[src/rtl/mult_div_unit.sv]
`default_nettype none
// ============================================================================
//  Module      : mult_div_unit
//  Description : Iterative signed 32x32 multiplier (radix-2 Booth, 65-bit
//                product register) and signed 32/32 divider (restoring
//                division on magnitudes). One iteration per clock edge and
//                32 iterations per operation. Results are held until the
//                next start edge or reset.
//  Revision    : 1.0  initial release
// ============================================================================
module mult_div_unit (
  input  logic        clock,
  input  logic        reset,
  input  logic        ctrl_MULT,
  input  logic        ctrl_DIV,
  input  logic [31:0] data_operandA,
  input  logic [31:0] data_operandB,
  output logic [31:0] data_result,
  output logic        data_exception,
  output logic        data_resultRDY,
  output logic        busy
);

  typedef enum logic [1:0] {
    IDLE    = 2'd0,
    MUL_RUN = 2'd1,
    DIV_RUN = 2'd2,
    DONE    = 2'd3
  } state_t;

  localparam logic [5:0]  LAST_ITER = 6'd31;
  localparam logic [31:0] INT_MIN   = 32'h8000_0000;
  localparam logic [31:0] NEG_ONE   = 32'hFFFF_FFFF;

  state_t      state_q, state_d;
  logic [5:0]  cnt_q,   cnt_d;
  logic [31:0] a_q,     a_d;     // operand A as latched (signed)
  logic [31:0] b_q,     b_d;     // operand B as latched (signed)
  logic [64:0] prod_q,  prod_d;  // Booth register {upper, multiplier, q(-1)}
  logic [31:0] rem_q,   rem_d;   // partial remainder
  logic [31:0] quo_q,   quo_d;   // dividend magnitude shifting out, quotient in
  logic [31:0] dvs_q,   dvs_d;   // divisor magnitude
  logic [31:0] res_q,   res_d;
  logic        exc_q,   exc_d;

  logic        w_start;
  logic [31:0] w_abs_a;
  logic [31:0] w_abs_b;
  logic [32:0] w_booth_sum;
  logic [64:0] w_prod_step;
  logic        w_mul_ovf;
  logic [32:0] w_rem_shift;
  logic [32:0] w_rem_diff;
  logic [31:0] w_rem_step;
  logic [31:0] w_quo_step;
  logic [31:0] w_quo_signed;

  assign w_start = ctrl_MULT | ctrl_DIV;
  assign w_abs_a = data_operandA[31] ? (~data_operandA + 32'd1) : data_operandA;
  assign w_abs_b = data_operandB[31] ? (~data_operandB + 32'd1) : data_operandB;

  // One Booth step. The add is done at 33 bits so that subtracting INT_MIN
  // cannot wrap; the extra bit becomes the sign shifted into the register.
  always_comb begin
    w_booth_sum = {prod_q[64], prod_q[64:33]};
    case (prod_q[1:0])
      2'b01:   w_booth_sum = {prod_q[64], prod_q[64:33]} + {a_q[31], a_q};
      2'b10:   w_booth_sum = {prod_q[64], prod_q[64:33]} - {a_q[31], a_q};
      default: w_booth_sum = {prod_q[64], prod_q[64:33]};
    endcase
    w_prod_step = {w_booth_sum, prod_q[32:1]};
    // 64-bit product is w_prod_step[64:1]; it fits in 32 signed bits only
    // when bits 63..31 are all equal.
    w_mul_ovf   = ~((&w_prod_step[64:32]) | ~(|w_prod_step[64:32]));
  end

  // One restoring-division step: shift in the next dividend bit and keep the
  // trial difference only when it did not go negative.
  always_comb begin
    w_rem_shift = {rem_q, quo_q[31]};
    w_rem_diff  = w_rem_shift - {1'b0, dvs_q};
    if (w_rem_diff[32]) begin
      w_rem_step = w_rem_shift[31:0];
      w_quo_step = {quo_q[30:0], 1'b0};
    end else begin
      w_rem_step = w_rem_diff[31:0];
      w_quo_step = {quo_q[30:0], 1'b1};
    end
    w_quo_signed = (a_q[31] ^ b_q[31]) ? (~w_quo_step + 32'd1) : w_quo_step;
  end

  // Next-state and datapath update; a start pulse restarts from any state.
  always_comb begin
    state_d = state_q;
    cnt_d   = cnt_q;
    a_d     = a_q;
    b_d     = b_q;
    prod_d  = prod_q;
    rem_d   = rem_q;
    quo_d   = quo_q;
    dvs_d   = dvs_q;
    res_d   = res_q;
    exc_d   = exc_q;

    if (w_start) begin
      state_d = ctrl_MULT ? MUL_RUN : DIV_RUN;
      cnt_d   = 6'd0;
      a_d     = data_operandA;
      b_d     = data_operandB;
      prod_d  = {32'd0, data_operandB, 1'b0};
      rem_d   = 32'd0;
      quo_d   = w_abs_a;
      dvs_d   = w_abs_b;
    end else begin
      case (state_q)
        MUL_RUN: begin
          prod_d = w_prod_step;
          cnt_d  = cnt_q + 6'd1;
          if (cnt_q == LAST_ITER) begin
            state_d = DONE;
            res_d   = w_prod_step[32:1];
            exc_d   = w_mul_ovf;
          end
        end
        DIV_RUN: begin
          rem_d = w_rem_step;
          quo_d = w_quo_step;
          cnt_d = cnt_q + 6'd1;
          if (cnt_q == LAST_ITER) begin
            state_d = DONE;
            if (b_q == 32'd0) begin
              res_d = 32'd0;
              exc_d = 1'b1;
            end else if ((a_q == INT_MIN) && (b_q == NEG_ONE)) begin
              res_d = INT_MIN;
              exc_d = 1'b1;
            end else begin
              res_d = w_quo_signed;
              exc_d = 1'b0;
            end
          end
        end
        DONE:    state_d = IDLE;
        default: state_d = IDLE;
      endcase
    end
  end

  // State and datapath registers with synchronous reset.
  always_ff @(posedge clock) begin
    if (reset) begin
      state_q <= IDLE;
      cnt_q   <= 6'd0;
      a_q     <= 32'd0;
      b_q     <= 32'd0;
      prod_q  <= 65'd0;
      rem_q   <= 32'd0;
      quo_q   <= 32'd0;
      dvs_q   <= 32'd0;
      res_q   <= 32'd0;
      exc_q   <= 1'b0;
    end else begin
      state_q <= state_d;
      cnt_q   <= cnt_d;
      a_q     <= a_d;
      b_q     <= b_d;
      prod_q  <= prod_d;
      rem_q   <= rem_d;
      quo_q   <= quo_d;
      dvs_q   <= dvs_d;
      res_q   <= res_d;
      exc_q   <= exc_d;
    end
  end

  assign data_result    = res_q;
  assign data_exception = exc_q;
  assign data_resultRDY = (state_q == DONE);
  assign busy           = (state_q != IDLE);

endmodule
`default_nettype wire

[config.mk]
export PLATFORM = sky130hd
export DESIGN_NAME = mult_div_unit
export DESIGN_NICKNAME = d
export VERILOG_FILES = /design/src/rtl/mult_div_unit.sv
export SDC_FILE = /design/constraint.sdc
export NUM_CORES = 1
export LEC_CHECK = 0
export BUFFER_PORTS_ARGS = -buffer_cell sky130_fd_sc_hd__buf_4
export CAP_MARGIN = 20
export CORE_ASPECT_RATIO = 0.8
export CORE_UTILIZATION = 55
export CTS_CLUSTER_DIAMETER = 80
export DETAILED_ROUTE_END_ITERATION = 8
export HOLD_SLACK_MARGIN = 0.03
export PLACE_DENSITY = 0.73
export SKIP_CTS_REPAIR_TIMING = 1
export SYNTH_ARGS = -nofsm -noshare
export SYNTH_HDL_FRONTEND = slang
export SYNTH_SLANG_ARGS = --single-unit
[constraint.sdc]
create_clock -name clock -period 16.13 [get_ports clock]
set_clock_uncertainty 0.2 [all_clocks]
set_input_delay 0.8065 -clock clock [delete_from_list [all_inputs] [get_ports clock]]
set_output_delay 0.8065 -clock clock [all_outputs]
set_load 0.02 [all_outputs]
==> results of run 1 <==
power by group through the flow:
stage	clock, uW	combinational (uW)	sequential, uW
after global placement	0	360	742
after global routing	714	412	735
after CTS	686	369	730
after detailed placement	0	366	744
after floorplan	0	265	730
final	680	375	732
final timing paths:
kind,end,slack (ns),cells after the start
worst max-delay path,data_exception,9.40,20
worst min-delay path,state_q[1],0.27,2
worst max register to register,data_exception,9.40,20
worst min register to register,b_q[19],0.27,2
cell families after synthesis:
| family | count (synthesis) | share of synthesized area |
|---|---|---|
| AO/OA/AOI/OAI | 629 | 0.236 |
| AND/OR/NAND/NOR | 847 | 0.227 |
| buffers and inverters | 222 | 0.0487 |
| XOR/XNOR | 153 | 0.0770 |
| adder cells (fa/ha/maj) | 76 | 0.0552 |
| multiplexers | 88 | 0.0529 |
| flip-flops | 265 | 0.303 |
state kept, by name, summed over array words and instances (netlist names):
signal / count
prod_q: 65
a_q: 32
b_q: 32
data_result: 32
quo_q: 32
rem_q: 32
dvs_q: 31
cnt_q: 6
state_q: 2
data_exception: 1
cells in the final DEF (no fill, tap or decap), types with 26 or more instances in the layout:
| cell | count |
|---|---|
| dfxtp_1 | 265 |
| a21o_1 | 28 |
| nor4_1 | 26 |
| nand4_1 | 32 |
| xnor2_1 | 86 |
| o21ai_0 | 94 |
| mux2i_1 | 52 |
| or3_1 | 31 |
| mux2_2 | 36 |
| clkbuf_16 | 28 |
| xor2_1 | 65 |
| a211oi_1 | 92 |
| nor3_1 | 51 |
| a21oi_1 | 215 |
| nand2_1 | 300 |
| ha_1 | 72 |
| nor2_1 | 244 |
| buf_4 | 116 |
| nand3_1 | 30 |
| inv_1 | 72 |
routing by layer:
metal / GRT usage / vias to the layer above / wire, um
met1: 0.491 / 8036 / 25200
met4: 0.0847 / 0 / 1320
met5: 0 / - / 0
met3: 0.0694 / 84 / 5570
met2: 0.455 / 694 / 21500
li1: - / 8252 / -
cell type report:
type | instances | area share
Clock inverter | 9 | 0.00749
Inverter | 77 | 0.0149
Tap cell | 420 | 0.0271
Sequential cell | 265 | 0.274
Multi-Input combinational cell | 1793 | 0.588
Timing Repair Buffer | 119 | 0.0471
Clock buffer | 42 | 0.0420
metrics by stage:
step,total power (uW),util,cells,hold slack [ns],setup WS [ns]
final,1790,0.618,2725,0.267,9.40
after detailed placement,1110,0.587,2672,0.262,9.47
after floorplan,995,-,2280,0.232,10.55
after global placement,1100,0.587,2672,0.253,9.61
after global routing,1860,0.618,2725,0.260,8.90
after CTS,1780,0.617,2723,0.247,9.44
worst max-delay path: cells and delay by family, from the launching register on:
family	cells	cell delay [ns]
AOI/OAI and AO/OA	7	2.04
xor gates and xnor gates	2	0.29
adders and majority gates	1	0.41
DFF	1	0.35
muxes	1	0.14
and+or+nand+nor	9	3.11
==> flow_metrics.py, run 1 <==
metrics = {
    "detailed_routing": {
        "postRouteAntennaNets": 0,
        "drt-total-wl_um": 53600,
        "wl_per_cell_um": 19.7,
        "first_pass_iters": 7,
        "drc_errors": 1,
        "num_vias": 17066,
        "drt_iter0_drc": 1690,
        "vias_per_cell": 6.26,
    },
    "yosys": {
        "synth_nets": 2424,
        "synth_commonest_cells": "nand2_1, dfxtp_1, nor2_1, a21oi_1, clkbuf_1",
        "synth-warning-count": 0,
        "async_flop_share": 0,
        "synth_ff_type": "dfxtp_1",
        "synth.top_cell.area_share": 0.303,
        "ys_top_cells_by_area": "dfxtp_1, nand2_1, a21oi_1, ha_1, nor2_1",
        "ys_types": 87,
        "syn_avg_cell_area_um2": 7.67,
        "syn_area_um2": 17500,
        "synth_edf_count": 0,
        "synth-seq-cells": 265,
        "yosysMostFrequentCell": "nand2_1",
        "synth_seq_area_share": 0.303,
        "synth_cells": 2280,
        "netlist.top_cell.by_area": "dfxtp_1",
    },
    "layout": {
        "fillCellCount": 2847,
        "drive_above_1_share": 0.0980,
        "fin_area_um2": 19400,
        "final_nets": 2428,
        "area_growth_pct": 10.8,
        "seq_area_um2": 5310,
        "antenna_cells": 0,
        "multi_input_area_um2": 11400,
    },
    "clock_network": {
        "cts_sinks": 265,
        "cts_htree_levels": 1,
        "root_buffer": "clkbuf_16",
        "cts_buffer_depth": 3,
        "path_clk_slew_ns": 0.06,
        "cts_made_buffers": 28,
        "clkLatencyLatePin_ns": 0.58,
        "cts_tree": "yes",
    },
    "power": {
        "p_int_uw": 1230,
        "ir_drop_mv": 0.0882,
        "switching_power_uw": 554,
        "p_clk_frac": 0.380,
        "leakage_uw": 0.00757,
        "p_comb_frac": 0.210,
        "power_frac_seq": 0.410,
        "p_sw_frac": 0.310,
        "powerDensity_nw_per_um2": 92.2,
    },
    "sta": {
        "worstMarginPinSlew_ns": 1.10,
        "finalSetupViolations": 0,
        "maxSlewViolCount": 0,
        "rsz0062_at_grt": "false",
        "finalCriticalPeriod_ns": 6.73,
        "tns_ns": 0,
        "slew_headroom": 0.265,
        "finalCritPeriodShare": 0.417,
        "hold_viol": 0,
        "fmax_ghz": 0.149,
    },
    "placement": {
        "placed_area_um2": 18400,
        "port_buffers": 102,
        "hpwl_um": 39300,
        "place_congestion": 0.948,
    },
    "worst_setup_path": {
        "cp.arrival_ns": 6.93,
        "critical_path.cell_chain": "nor3_1 -> nand2_1 -> nor4_1 -> nand2_1 -> nor2_1 -> a21o_1 -> o21ai_0 -> xnor2_1 -> ha_1 -> a21o_1 -> a221o_1 -> or2_2 -> o311ai_1 -> xor2_1 -> o21ai_0 -> or4b_1 -> or4_1 -> or4b_1 -> mux2i_1 -> a2111oi_1",
        "cp_slowest_cell": "o311ai_1",
        "cp.required_ns": 16.33,
        "startpoint_type": "flip-flop",
        "reg2reg_from": "a_q[2]",
        "end_kind": "flip-flop",
        "slowest_delay_ns": 0.68,
        "startpoint": "a_q[2]",
        "crit_fanout": 9,
        "worstSetupPathType": "flip-flop to flip-flop",
    },
    "die": {
        "die-area_um2": 32500,
        "fp.dieW_um": 201,
        "core-area_um2": 31400,
        "std_cell_rows": 58,
        "io_pins": 103,
        "initial_core_util": 0.558,
        "die_y_um": 162,
    },
    "grt": {
        "grt_pass1_wl_um": 85000,
        "grt_pass1_vias": 15328,
        "grt_start_max_net_pins": 127,
        "antenna_found_initial": 0,
        "grt_overflow": 0,
        "grtUsageTotal": 0.324,
    },
    "outcome": {
        "status": "complete, but fails checks",
        "violations": "DRC",
    },
    "min_path": {
        "hold_path_class": "input port to flip-flop",
        "hold_path_startpoint": "ctrl_MULT",
    },
    "run": {
        "drv_cap": 0,
    },
}
Power figures use the tool's default switching activity.
==> run 2: changes to the inputs <==
- clock period: 16.13 -> 6.4 ns (I/O delays scaled with it)
==> run 2 against run 1 <==
Effect of this change:
- the flow finishes with violations (hold timing)
- clock power rose to 2.6 times the previous value
- worst setup slack got worse by 8.9 ns
- first-iteration DRC count fell by 1.2%
- register-to-register slack got worse by 8.9 ns
- critical path depth rose by 2
- critical endpoint unchanged
- largest power group unchanged
==> flow_metrics.py, run 2 (synthesis gave the netlist of run 1 again) <==
metrics = {
    "die": {
        "fp.dieW_um": 201,
        "core-area_um2": 31400,
        "io_pins": 103,
        "die_y_um": 162,
        "die-area_um2": 32500,
        "std_cell_rows": 58,
        "initial_core_util": 0.558,
    },
    "power": {
        "powerDensity_nw_per_um2": 230,
        "ir_drop_mv": 0.203,
        "power.total_uw": 4640,
        "leakage_uw": 0.00794,
    },
    "layout": {
        "final_nets": 2507,
        "final_util": 0.645,
        "regMostFlops": "prod_q",
        "mostFrequentLayoutCells": "nand2_1, dfxtp_1, nor2_1",
        "layout_commonest_cell": "nand2_1",
        "drive_above_1_share": 0.104,
        "final_cells": 2807,
        "largest_reg_flops": 65,
        "fillCellCount": 2729,
        "area_growth_pct": 15.5,
    },
    "detailed_routing": {
        "vias_per_cell": 6.25,
        "drt_iter0_drc": 1670,
        "postRouteAntennaNets": 0,
        "wl_per_cell_um": 20.0,
        "drt-total-wl_um": 56200,
        "num_vias": 17552,
        "drc_errors": 0,
        "first_pass_iters": 5,
    },
    "sta": {
        "finalSetupViolations": 0,
        "worstMarginPinSlew_ns": 1.13,
        "tns_ns": 0,
        "maxSlewViolCount": 0,
        "fmax_ghz": 0.168,
        "slew_headroom": 0.247,
        "fin_hold_ws_ns": -0.00102,
        "finalCriticalPeriod_ns": 5.94,
        "finalCritPeriodShare": 0.928,
        "hold_viol": 1,
        "rsz0062_at_grt": "false",
    },
    "grt": {
        "grt_overflow": 0,
        "grt_pass1_wl_um": 86000,
        "grt_start_max_net_pins": 112,
        "grt_pass1_vias": 15565,
        "antenna_found_initial": 0,
        "grtUsageTotal": 0.328,
    },
    "min_path": {
        "hold_path_class": "input port to flip-flop",
    },
    "placement": {
        "hpwl_um": 40600,
        "dp_cells": 2685,
        "place_congestion": 0.947,
        "port_buffers": 102,
    },
    "outcome": {
        "status": "complete, but fails checks",
        "violations": "hold timing",
    },
    "clock_network": {
        "root_buffer": "clkbuf_16",
        "cts_made_buffers": 29,
        "clkLatencyLatePin_ns": 0.57,
        "cts_htree_levels": 1,
        "path_clk_slew_ns": 0.06,
        "cts_buffer_depth": 3,
        "cts_tree": "yes",
        "cts_sinks": 265,
    },
    "worst_setup_path": {
        "cp.arrival_ns": 6.16,
        "end_kind": "flip-flop",
        "crit_fanout": 8,
        "cp.required_ns": 6.62,
        "worstSetupPathType": "flip-flop to flip-flop",
        "startpoint_type": "flip-flop",
    },
    "run": {
        "drv_cap": 0,
    },
}
run 2: cell count changes in the layout (fill, tap and decap cells not counted), sizes merged, moves of 2 or more:
| cell | change |
|---|---|
| dlygate4sd3 | +66 |
| buf | +12 |
| clkbuf | -4 |
| clkinvlp | +3 |
| inv | +2 |
run 2: cell type report:
cell class	instances	area, um^2	share of cell area
antenna	1	2.50	0.000124
clock buffer	38	810	0.0401
clock inverter	16	209	0.0103
inverter	77	289	0.0143
multi-input combinational	1793	11400	0.564
sequential	265	5310	0.263
tap	420	526	0.0260
timing repair buffer	197	1660	0.0824
run 2: where the power goes:
group          switching [uW]  internal [uW]
Sequential                108           1740
Clock                     738           1060
Combinational             599            401
run 2: final timing paths:
check                             start              to  slack, ns  cells past startpoint
worst max-delay path             a_q[2]  data_exception       0.46                     22
worst min-delay path              reset      state_q[0]     -0.001                      2
worst min register to register  b_q[24]         b_q[24]       0.27                      2
worst max register to register   a_q[2]  data_exception       0.46                     22
run 2: routing by layer:
layer,track usage,part of all wire,vias to the layer above
met5,0,0,-
met4,0.0713,0.020,0
met3,0.0704,0.098,98
met2,0.474,0.41,735
met1,0.491,0.47,8313
li1,-,-,8406
run 2: through the flow:
step                setup slack, ns  cell area, um^2
global route                 0.0756            20200
finish                        0.459            20200
global placement              0.559            18500
detailed placement            0.383            18500
floorplan                     0.818            17500
CTS                           0.357            19500
run 2: critical path, stage by stage, from the launching register on:
cell and delay [ns]:
dfxtp_1 0.36, nor3_2 0.28, nand2_1 0.14, nor4_1 0.23, buf_4 0.19, nand2_1 0.05
nor2_1 0.16, a21o_1 0.28, nand2_1 0.10, xnor2_1 0.14, ha_1 0.37, and2_1 0.24
a221o_1 0.34, or2_2 0.28, o311ai_1 0.29, buf_4 0.18, xor2_1 0.05, o21ai_0 0.29
or4b_1 0.47, or4_1 0.46, or4b_1 0.48, mux2i_1 0.14, a2111oi_1 0.07
